$ cat config.mk
export PLATFORM = sky130hd
export DESIGN_NAME = led_pwm_breathe
export DESIGN_NICKNAME = d
export VERILOG_FILES = /design/src/rtl/led_pwm_breathe.sv
export SDC_FILE = /design/constraint.sdc
export NUM_CORES = 1
export LEC_CHECK = 0
export BUFFER_PORTS_ARGS = -buffer_cell sky130_fd_sc_hd__buf_2
export CORE_ASPECT_RATIO = 2
export CORE_MARGIN = 2
export CORE_UTILIZATION = 60
export DETAILED_ROUTE_END_ITERATION = 7
export PLACE_DENSITY_LB_ADDON = 0.2
export SYNTH_ARGS = -nofsm -noshare
export SYNTH_HDL_FRONTEND = slang
export SYNTH_SLANG_ARGS = --single-unit
$ cat constraint.sdc
create_clock -name clk -period 5.1 [get_ports clk]
set_input_delay 1.02 -clock clk [delete_from_list [all_inputs] [get_ports clk]]
set_output_delay 1.02 -clock clk [all_outputs]
set_load 0.01 [all_outputs]
$ cat src/rtl/led_pwm_breathe.sv
// led_pwm_breathe: frame-synchronous PWM LED driver
// with fixed-duty and triangular breathing modes.
module led_pwm_breathe #(
  parameter int PRESCALE        = 250,
  parameter int PERIOD          = 100,
  parameter int FRAMES_PER_STEP = 5,
  parameter int DW              = 8
) (
  input  logic          clk,
  input  logic          rst,
  input  logic          en,
  input  logic          mode,
  input  logic [DW-1:0] duty_in,
  input  logic          duty_load,
  output logic          led,
  output logic [DW-1:0] duty_cur,
  output logic          frame_tick,
  output logic          peak,
  output logic          trough
);

  localparam int PW =
    (PRESCALE > 1) ? $clog2(PRESCALE) : 1;
  localparam int FW =
    (FRAMES_PER_STEP > 1) ? $clog2(FRAMES_PER_STEP) : 1;

  localparam logic [PW-1:0] PRE_MAX  = PW'(PRESCALE - 1);
  localparam logic [PW-1:0] PRE_ONE  = PW'(1);
  localparam logic [DW-1:0] PWM_MAX  = DW'(PERIOD - 1);
  localparam logic [DW-1:0] DUTY_MAX = DW'(PERIOD);
  localparam logic [DW-1:0] D_ONE    = DW'(1);
  localparam logic [FW-1:0] FR_MAX   = FW'(FRAMES_PER_STEP - 1);
  localparam logic [FW-1:0] FR_ONE   = FW'(1);

  typedef enum logic [1:0] {
    S_IDLE,
    S_RAMP_UP,
    S_RAMP_DOWN
  } state_t;

  state_t        r_state;
  state_t        w_state_nxt;
  logic [PW-1:0] r_pre_cnt;
  logic [DW-1:0] r_pwm_cnt;
  logic [FW-1:0] r_frame_cnt;
  logic [FW-1:0] w_frame_cnt_nxt;
  logic [DW-1:0] r_duty_active;
  logic [DW-1:0] w_duty_nxt;
  logic [DW-1:0] r_duty_shadow;
  logic          r_led;
  logic          r_frame_tick;
  logic          r_peak;
  logic          r_trough;
  logic          w_peak_nxt;
  logic          w_trough_nxt;

  logic          w_step_tick;
  logic          w_frame_end;
  logic          w_step_due;
  logic [DW-1:0] w_duty_up;
  logic [DW-1:0] w_duty_dn;
  logic [DW-1:0] w_duty_clamp;

  assign w_step_tick = en && (r_pre_cnt == PRE_MAX);
  assign w_frame_end = w_step_tick && (r_pwm_cnt == PWM_MAX);
  assign w_step_due  = (r_frame_cnt == FR_MAX);

  // Saturating neighbours keep the duty inside 0..PERIOD.
  assign w_duty_up = (r_duty_active >= DUTY_MAX) ?
                     DUTY_MAX : r_duty_active + D_ONE;
  assign w_duty_dn = (r_duty_active == '0) ?
                     '0 : r_duty_active - D_ONE;
  assign w_duty_clamp = (duty_in > DUTY_MAX) ?
                        DUTY_MAX : duty_in;

  // Prescaler: divides clk down to one PWM step.
  always_ff @(posedge clk) begin
    if (rst || !en) begin
      r_pre_cnt <= '0;
    end else if (r_pre_cnt == PRE_MAX) begin
      r_pre_cnt <= '0;
    end else begin
      r_pre_cnt <= r_pre_cnt + PRE_ONE;
    end
  end

  // PWM step counter; disabling restarts the frame at 0.
  always_ff @(posedge clk) begin
    if (rst || !en) begin
      r_pwm_cnt <= '0;
    end else if (w_step_tick) begin
      if (r_pwm_cnt == PWM_MAX) begin
        r_pwm_cnt <= '0;
      end else begin
        r_pwm_cnt <= r_pwm_cnt + D_ONE;
      end
    end
  end

  // Shadow duty: host writes land here, clamped to PERIOD.
  always_ff @(posedge clk) begin
    if (rst) begin
      r_duty_shadow <= '0;
    end else if (duty_load) begin
      r_duty_shadow <= w_duty_clamp;
    end
  end

  // Registered LED compare and frame boundary pulse.
  always_ff @(posedge clk) begin
    if (rst) begin
      r_led        <= 1'b0;
      r_frame_tick <= 1'b0;
    end else begin
      r_led        <= en && (r_pwm_cnt < r_duty_active);
      r_frame_tick <= w_frame_end;
    end
  end

  // Sequencer state, active duty and limit pulses.
  always_ff @(posedge clk) begin
    if (rst) begin
      r_state       <= S_IDLE;
      r_frame_cnt   <= '0;
      r_duty_active <= '0;
      r_peak        <= 1'b0;
      r_trough      <= 1'b0;
    end else begin
      r_state       <= w_state_nxt;
      r_frame_cnt   <= w_frame_cnt_nxt;
      r_duty_active <= w_duty_nxt;
      r_peak        <= w_peak_nxt;
      r_trough      <= w_trough_nxt;
    end
  end

  // Next-state logic; everything moves only on frame_end.
  always_comb begin
    w_state_nxt     = r_state;
    w_frame_cnt_nxt = r_frame_cnt;
    w_duty_nxt      = r_duty_active;
    w_peak_nxt      = 1'b0;
    w_trough_nxt    = 1'b0;
    if (w_frame_end) begin
      if (!mode) begin
        w_state_nxt     = S_IDLE;
        w_frame_cnt_nxt = '0;
        w_duty_nxt      = r_duty_shadow;
      end else begin
        unique case (r_state)
          S_IDLE: begin
            w_state_nxt     = S_RAMP_UP;
            w_frame_cnt_nxt = '0;
          end
          S_RAMP_UP: begin
            if (w_step_due) begin
              w_frame_cnt_nxt = '0;
              w_duty_nxt      = w_duty_up;
            end else begin
              w_frame_cnt_nxt = r_frame_cnt + FR_ONE;
            end
            if (w_duty_nxt >= DUTY_MAX) begin
              w_state_nxt = S_RAMP_DOWN;
              w_peak_nxt  = 1'b1;
            end
          end
          S_RAMP_DOWN: begin
            if (w_step_due) begin
              w_frame_cnt_nxt = '0;
              w_duty_nxt      = w_duty_dn;
            end else begin
              w_frame_cnt_nxt = r_frame_cnt + FR_ONE;
            end
            if (w_duty_nxt == '0) begin
              w_state_nxt  = S_RAMP_UP;
              w_trough_nxt = 1'b1;
            end
          end
          default: begin
            w_state_nxt     = S_IDLE;
            w_frame_cnt_nxt = '0;
          end
        endcase
      end
    end
  end

  assign led        = r_led;
  assign duty_cur   = r_duty_active;
  assign frame_tick = r_frame_tick;
  assign peak       = r_peak;
  assign trough     = r_trough;

endmodule

==> results of run 1 <==
[critical path, delay by kind of cell, from the launching register on]
| kind | cells | cell delay (ns) |
|---|---|---|
| and+or+nand+nor | 1 | 0.27 |
| adders and majority gates | 1 | 0.30 |
| buffers and inverters | 1 | 0.14 |
| AOI/OAI and AO/OA | 5 | 1.30 |
| DFF | 1 | 0.62 |
[power by group]
part | internal, mW | switching [mW]
registers | 0.324 | 0.00301
clock network | 0.147 | 0.115
logic | 0.0101 | 0.0186
[sequential cells by signal, summed over array words and instances (netlist names)]
register	cells
duty_cur	8
r_duty_shadow	8
r_pre_cnt	8
r_pwm_cnt	8
r_frame_cnt	3
r_state	2
frame_tick	1
led	1
peak	1
trough	1
[logic make-up (layout without fill, tap and decap cells)]
group,Yosys count,after routing,synth area share [%]
AND/OR/NAND/NOR,138,138,26.27
flip-flops,41,41,30.61
adder cells (fa/ha/maj),19,19,8.866
buffers and inverters,36,51,6.719
XOR/XNOR,18,18,5.880
AO/OA/AOI/OAI,86,86,21.23
multiplexers,1,1,0.4199
[placed cells by master, fill, tap and decap left out, drive strengths merged, types with 2 or more instances in the layout]
cell	instances
xnor2	10
and2	3
a211o	2
inv	19
dfxtp	41
nor4b	2
nor3	9
nor3b	4
xor2	8
nor2	47
a221oi	3
a311o	2
o21ai	20
o22ai	6
nor4	3
o211ai	2
or2	5
nand2	27
clkbuf	6
nand4	10
o311ai	2
a2bb2oi	2
a31oi	2
buf	24
nor2b	3
or3	2
nand3	11
a21oi	24
and3	3
nand2b	5
a211oi	5
ha	19
a31o	2
a21o	3
[area by class of cell]
cell class | instances | area share (%)
well taps | 54 | 2.353
clock inverters | 2 | 1.351
inverters | 19 | 2.484
flip-flops and latches | 41 | 28.58
clock buffers | 6 | 2.527
multi-input cells | 262 | 58.52
repair buffers | 24 | 4.183
[routing by layer]
metal  vias to the layer above  part of all wire [%]
li1                       1239                     -
met1                      1220                    35
met2                       104                    54
met3                        39                   4.5
met4                         0                   6.4
met5                         -                     0
[final timing paths]
kind | startpoint | to | slack (ns)
worst max register to register | duty_cur[0]$_SDFFE_PP0P_ | r_state[1]$_SDFFE_PP0P_ | 2.34
worst min-delay path | r_duty_shadow[7]$_SDFFE_PP0P_ | r_duty_shadow[7]$_SDFFE_PP0P_ | 0.49
worst min register to register | r_duty_shadow[7]$_SDFFE_PP0P_ | r_duty_shadow[7]$_SDFFE_PP0P_ | 0.49
worst max-delay path | duty_cur[0]$_SDFFE_PP0P_ | r_state[1]$_SDFFE_PP0P_ | 2.34
[stage by stage]
stage	setup WS, ns	area (sq um)	util (%)
floorplan	2.684	2681	-
global placement	2.362	2760	63.61
detailed placement	2.296	2760	63.61
CTS	2.364	2872	66.18
global route	2.181	2872	66.18
finish	2.343	2872	66.18
==> impl_metrics.tcl, run 1 <==
set metrics [dict create \
    chipHeight_um 98.54 \
    maxCapViolCount 0 \
    via_per_inst 6.377 \
    worstPathCellList "inv_1, ha_1, or2_0, a211o_1, a22o_1, o31ai_4, a21oi_1, a311o_1" \
    slew_headroom_pct 55.49 \
    finalCriticalPeriod_ns 2.757 \
    power.leakage_nw 1.059 \
    dr.pass1.iters 4 \
    core-area_sq_um 4339 \
    multi_input_area_sq_um 1680 \
    cts-root-buf "clkbuf_8" \
    yosysWarnings 0 \
    clockBufferDepth 2 \
    synth_cell_types 61 \
    initial_core_util_pct 61.79 \
    tns_ns 0 \
    track_usage_pct 30.03 \
    synth_area_sq_um 2681 \
    fin_hold_ws_ns 0.4872 \
    critPathSlowestCell "dfxtp_1" \
    cp.required_ns 5.28 \
    synthArstFlopShare_pct 0 \
    synth_top_area_cell "dfxtp_1" \
    drtIter0Drc 92 \
    yosys-top-cells-area "dfxtp_1, ha_1, nor2_1" \
    fin_skew_ns 0.009197 \
    postCtsHoldBufs 0 \
    numPlacedInstances 400 \
    slowest_delay_ns 0.62 \
    antenna_found_initial 0 \
    nFillCells 407 \
    rsz0062_at_grt "no" \
    drt-total-wl_um 6885 \
    worstSetupStartpointType "flop" \
    numClockSinks 41 \
    cellPowerDensity_nw_per_um2 214.7 \
    met2_usage_pct 55.74 \
    status "completed" \
    overflow 0 \
    power.total_mw 0.6166 \
    ys_ff_latch 41 \
    fmax_ghz 0.3627 \
    synth.avg_cell_area_sq_um 7.910 \
    worst_pin_slew_ns 0.6632 \
    synth_common_cells "nor2_1, dfxtp_1, nand2_1" \
    final_cell_count_no_fill 408 \
    vias 2602 \
    fin_nets 385 \
    cts_tree "yes" \
    setup.worst_path.class "flop to flop" \
    period_share_pct 54.06 \
    min_path_cells 1 \
    worstSetupEndpointType "flop" \
    wl_per_cell_um 16.88 \
    cts_buffers 5 \
    synth_edf_count 0 \
    ir_drop_mv 0.2689 \
    port_buffers 24 \
    place_congestion 0.9589 \
    synth_flop_cell "dfxtp_1" \
    htreeDepth 2 \
    die_x_um 51.27 \
    crit_fanout 12 \
    reg2reg_depth 8 \
    grt_pass1_wl_um 11740 \
    grt.met3_usage_pct 3.939 \
    gr-usage-met1_pct 29.46 \
    syn-num-nets 371 \
    clock_latency_ns 0.30 \
    post_cts_resized 0 \
    drc 0 \
    die_area_sq_um 5052 \
    post_cts_buffers 0 \
    cp.arrival_ns 2.94 \
    antenna_cells 0 \
    drv_slew 0 \
    grt_max_degree 26 \
    hp-class "flop to flop" \
    netlist_instances 339 \
    rows 34 \
    synth.most_common_cell "nor2_1" \
    dp_hpwl_um 5177 \
    ant_nets 0 \
    drive_above_1_share_pct 12.99 \
    io_pins 25 \
    synth_top_cell_area_share_pct 30.61 \
    clk_pin_slew_ns 0.08 \
    top_usage_layer "met2" \
    grt_pass1_vias 2588 \
    hold_viol_final 0 \
    ys_seq_area_share_pct 30.61 \
    syn_to_final_growth_pct 7.093 \
    regArea_sq_um 820.8 \
    setup_viol 0 \
]
No activity file was read; power rests on OpenSTA's default activity.
==> inputs of run 2 (changes only) <==
--- a/config.mk
+++ b/config.mk
@@ -5,10 +5,11 @@
 export SDC_FILE = /design/constraint.sdc
 export NUM_CORES = 1
 export LEC_CHECK = 0
+export ABC_AREA = 1
 export BUFFER_PORTS_ARGS = -buffer_cell sky130_fd_sc_hd__buf_2
 export CORE_ASPECT_RATIO = 2
 export CORE_MARGIN = 2
-export CORE_UTILIZATION = 60
+export CORE_UTILIZATION = 59
 export DETAILED_ROUTE_END_ITERATION = 7
 export PLACE_DENSITY_LB_ADDON = 0.2
 export SYNTH_ARGS = -nofsm -noshare
==> constraint.sdc (replaced) <==
create_clock -name clk -period 2.78 [get_ports clk]
set_input_delay 0.556 -clock clk [delete_from_list [all_inputs] [get_ports clk]]
set_output_delay 0.556 -clock clk [all_outputs]
set_load 0.01 [all_outputs]
==> impl_metrics.tcl, run 2 <==
set metrics [dict create \
    setup.worst_path.class "flop to flop" \
    post_cts_buffers 0 \
    cellPowerDensity_nw_per_um2 365.4 \
    clock_latency_ns 0.30 \
    worstSetupEndpointType "flop" \
    fin_nets 427 \
    hold_viol_final 0 \
    dp_hpwl_um 5209 \
    regArea_sq_um 820.8 \
    cts_buffers 5 \
    clockBufferDepth 2 \
    drive_above_1_share_pct 15.70 \
    ys_seq_area_share_pct 31.03 \
    setup_viol 0 \
    place_ws_ns 0.8274 \
    clk_pin_slew_ns 0.08 \
    synth_top_cell_area_share_pct 31.03 \
    grt_pass1_vias 2494 \
    ir_drop_mv 0.2637 \
    core-area_sq_um 4339 \
    synth_flop_cell "dfxtp_1" \
    wl_per_cell_um 14.63 \
    die_x_um 51.35 \
    synth_top_area_cell "dfxtp_1" \
    grt_pass1_wl_um 11070 \
    antenna_cells 0 \
    fmax_ghz 0.4822 \
    period_share_pct 74.60 \
    layout_common_cells "nand2_1, inv_1, dfxtp_1, nor2_1, buf_2" \
    power.leakage_nw 1.315 \
    drc 0 \
    chipHeight_um 98.69 \
    multi_input_area_sq_um 1583 \
    initial_core_util_pct 60.96 \
    fin_hold_ws_ns 0.4397 \
    drv_slew 0 \
    crit_fanout 13 \
    dr.pass1.iters 7 \
    vias 2554 \
    numClockSinks 41 \
    nFillCells 406 \
    finalCriticalPeriod_ns 2.074 \
    maxCapViolCount 0 \
    fin_skew_ns 0.01264 \
    fin_util_pct 66.12 \
    postCtsHoldBufs 0 \
    synth_cell_types 39 \
    grt_max_degree 17 \
    postLayoutSetupSlackWorst_ns 0.7061 \
    place_congestion 0.9553 \
    layout_commonest_cell "nand2_1" \
    ant_nets 0 \
    min_path_cells 2 \
    antenna_found_initial 0 \
    yosysWarnings 0 \
    drt-total-wl_um 6569 \
    syn_to_final_growth_pct 8.467 \
    slew_headroom_pct 59.43 \
    rsz0062_at_grt "no" \
    overflow 0 \
    worst_pin_slew_ns 0.6077 \
    netlist_instances 370 \
    cp.required_ns 2.96 \
    hp-class "flop to flop" \
    yosys-top-cells-area "dfxtp_1, nand2_1, ha_1" \
    tns_ns 0 \
    cts-root-buf "clkbuf_8" \
    htreeDepth 2 \
    post_cts_resized 0 \
    port_buffers 24 \
    ys_ff_latch 41 \
    die_area_sq_um 5067 \
    synth.avg_cell_area_sq_um 7.149 \
    via_per_inst 5.688 \
    synth_area_sq_um 2645 \
    synth_edf_count 0 \
    status "completed" \
    reg2reg_depth 10 \
    synth.most_common_cell "nand2_1" \
    io_pins 25 \
    track_usage_pct 28.66 \
    cp.arrival_ns 2.25 \
    worstSetupStartpointType "flop" \
    cts_tree "yes" \
    synth_common_cells "nand2_1, inv_1, dfxtp_1" \
    synthArstFlopShare_pct 0 \
    syn-num-nets 402 \
    rows 34 \
    drtIter0Drc 93 \
]
==> run 2: changes by cell type in the layout (fill, tap and decap cells not counted), sizes merged, moves of 4 or more <==
cell    previous run  this run
nor3b              4         0
nand4             10        14
o22ai              6         0
o21ai             20        24
nand2b             5         0
a31oi              2         8
xnor2             10         2
xor2               8         3
nand2             27        79
inv               19        49
nand3             11        26
==> run 2: cell type report <==
class | instances | area share [%]
clock buffer | 7 | 3.009
inverter | 50 | 6.672
multi-input combinational | 273 | 55.17
sequential | 41 | 28.61
tap | 54 | 2.355
timing repair buffer | 24 | 4.187
==> run 2: routing by layer <==
metal,track usage (%),wire [um],vias to the layer above,share of wire (%)
met1,27.07,2302,1130,35
met3,4.394,343,36,5.2
met4,19.84,446,0,6.8
met5,0,0,-,0
li1,-,-,1284,-
met2,53.25,3476,104,53
==> run 2: power by group <==
part           switching (mW)  internal, mW
Sequential            0.00442         0.595
Combinational          0.0338        0.0178
Clock                   0.200         0.197
==> run 2: kinds of logic (layout without fill, tap and decap cells) <==
group	count (synthesis)	in the layout	share of synthesized area, %
AND/OR/NAND/NOR	180	180	33.87
buffers and inverters	56	81	9.130
flip-flops	41	41	31.03
AO/OA/AOI/OAI	69	69	15.33
adder cells (fa/ha/maj)	19	19	8.988
XOR/XNOR	5	5	1.656
==> run 2: through the flow <==
step	power, mW	instance area, sq um	instances
2_1_floorplan	0.6441	2645	370
3_3_place_gp	0.6647	2783	442
3_5_place_dp	0.6650	2783	442
4_1_cts	1.051	2869	449
5_1_grt	1.086	2869	449
6_report	1.048	2869	449
==> run 2: worst paths after layout <==
path                                                     from                             to  slack (ns)
worst max-delay path              r_frame_cnt[0]$_SDFFE_PP0P_       duty_cur[6]$_SDFFE_PP0P_        0.71
worst min-delay path            r_duty_shadow[7]$_SDFFE_PP0P_  r_duty_shadow[7]$_SDFFE_PP0P_        0.44
worst max register to register    r_frame_cnt[0]$_SDFFE_PP0P_       duty_cur[6]$_SDFFE_PP0P_        0.71
worst min register to register  r_duty_shadow[7]$_SDFFE_PP0P_  r_duty_shadow[7]$_SDFFE_PP0P_        0.44
==> run 2: worst max-delay path, stage by stage (launching register included) <==
cell and delay, ns:
dfxtp_1 0.34, inv_1 0.07, ha_1 0.24, nand2_4 0.14, clkinv_2 0.18, nand3_1 0.26, nand3_1 0.16, nand2_1 0.11
o211ai_1 0.12, o21ai_0 0.26, inv_1 0.06
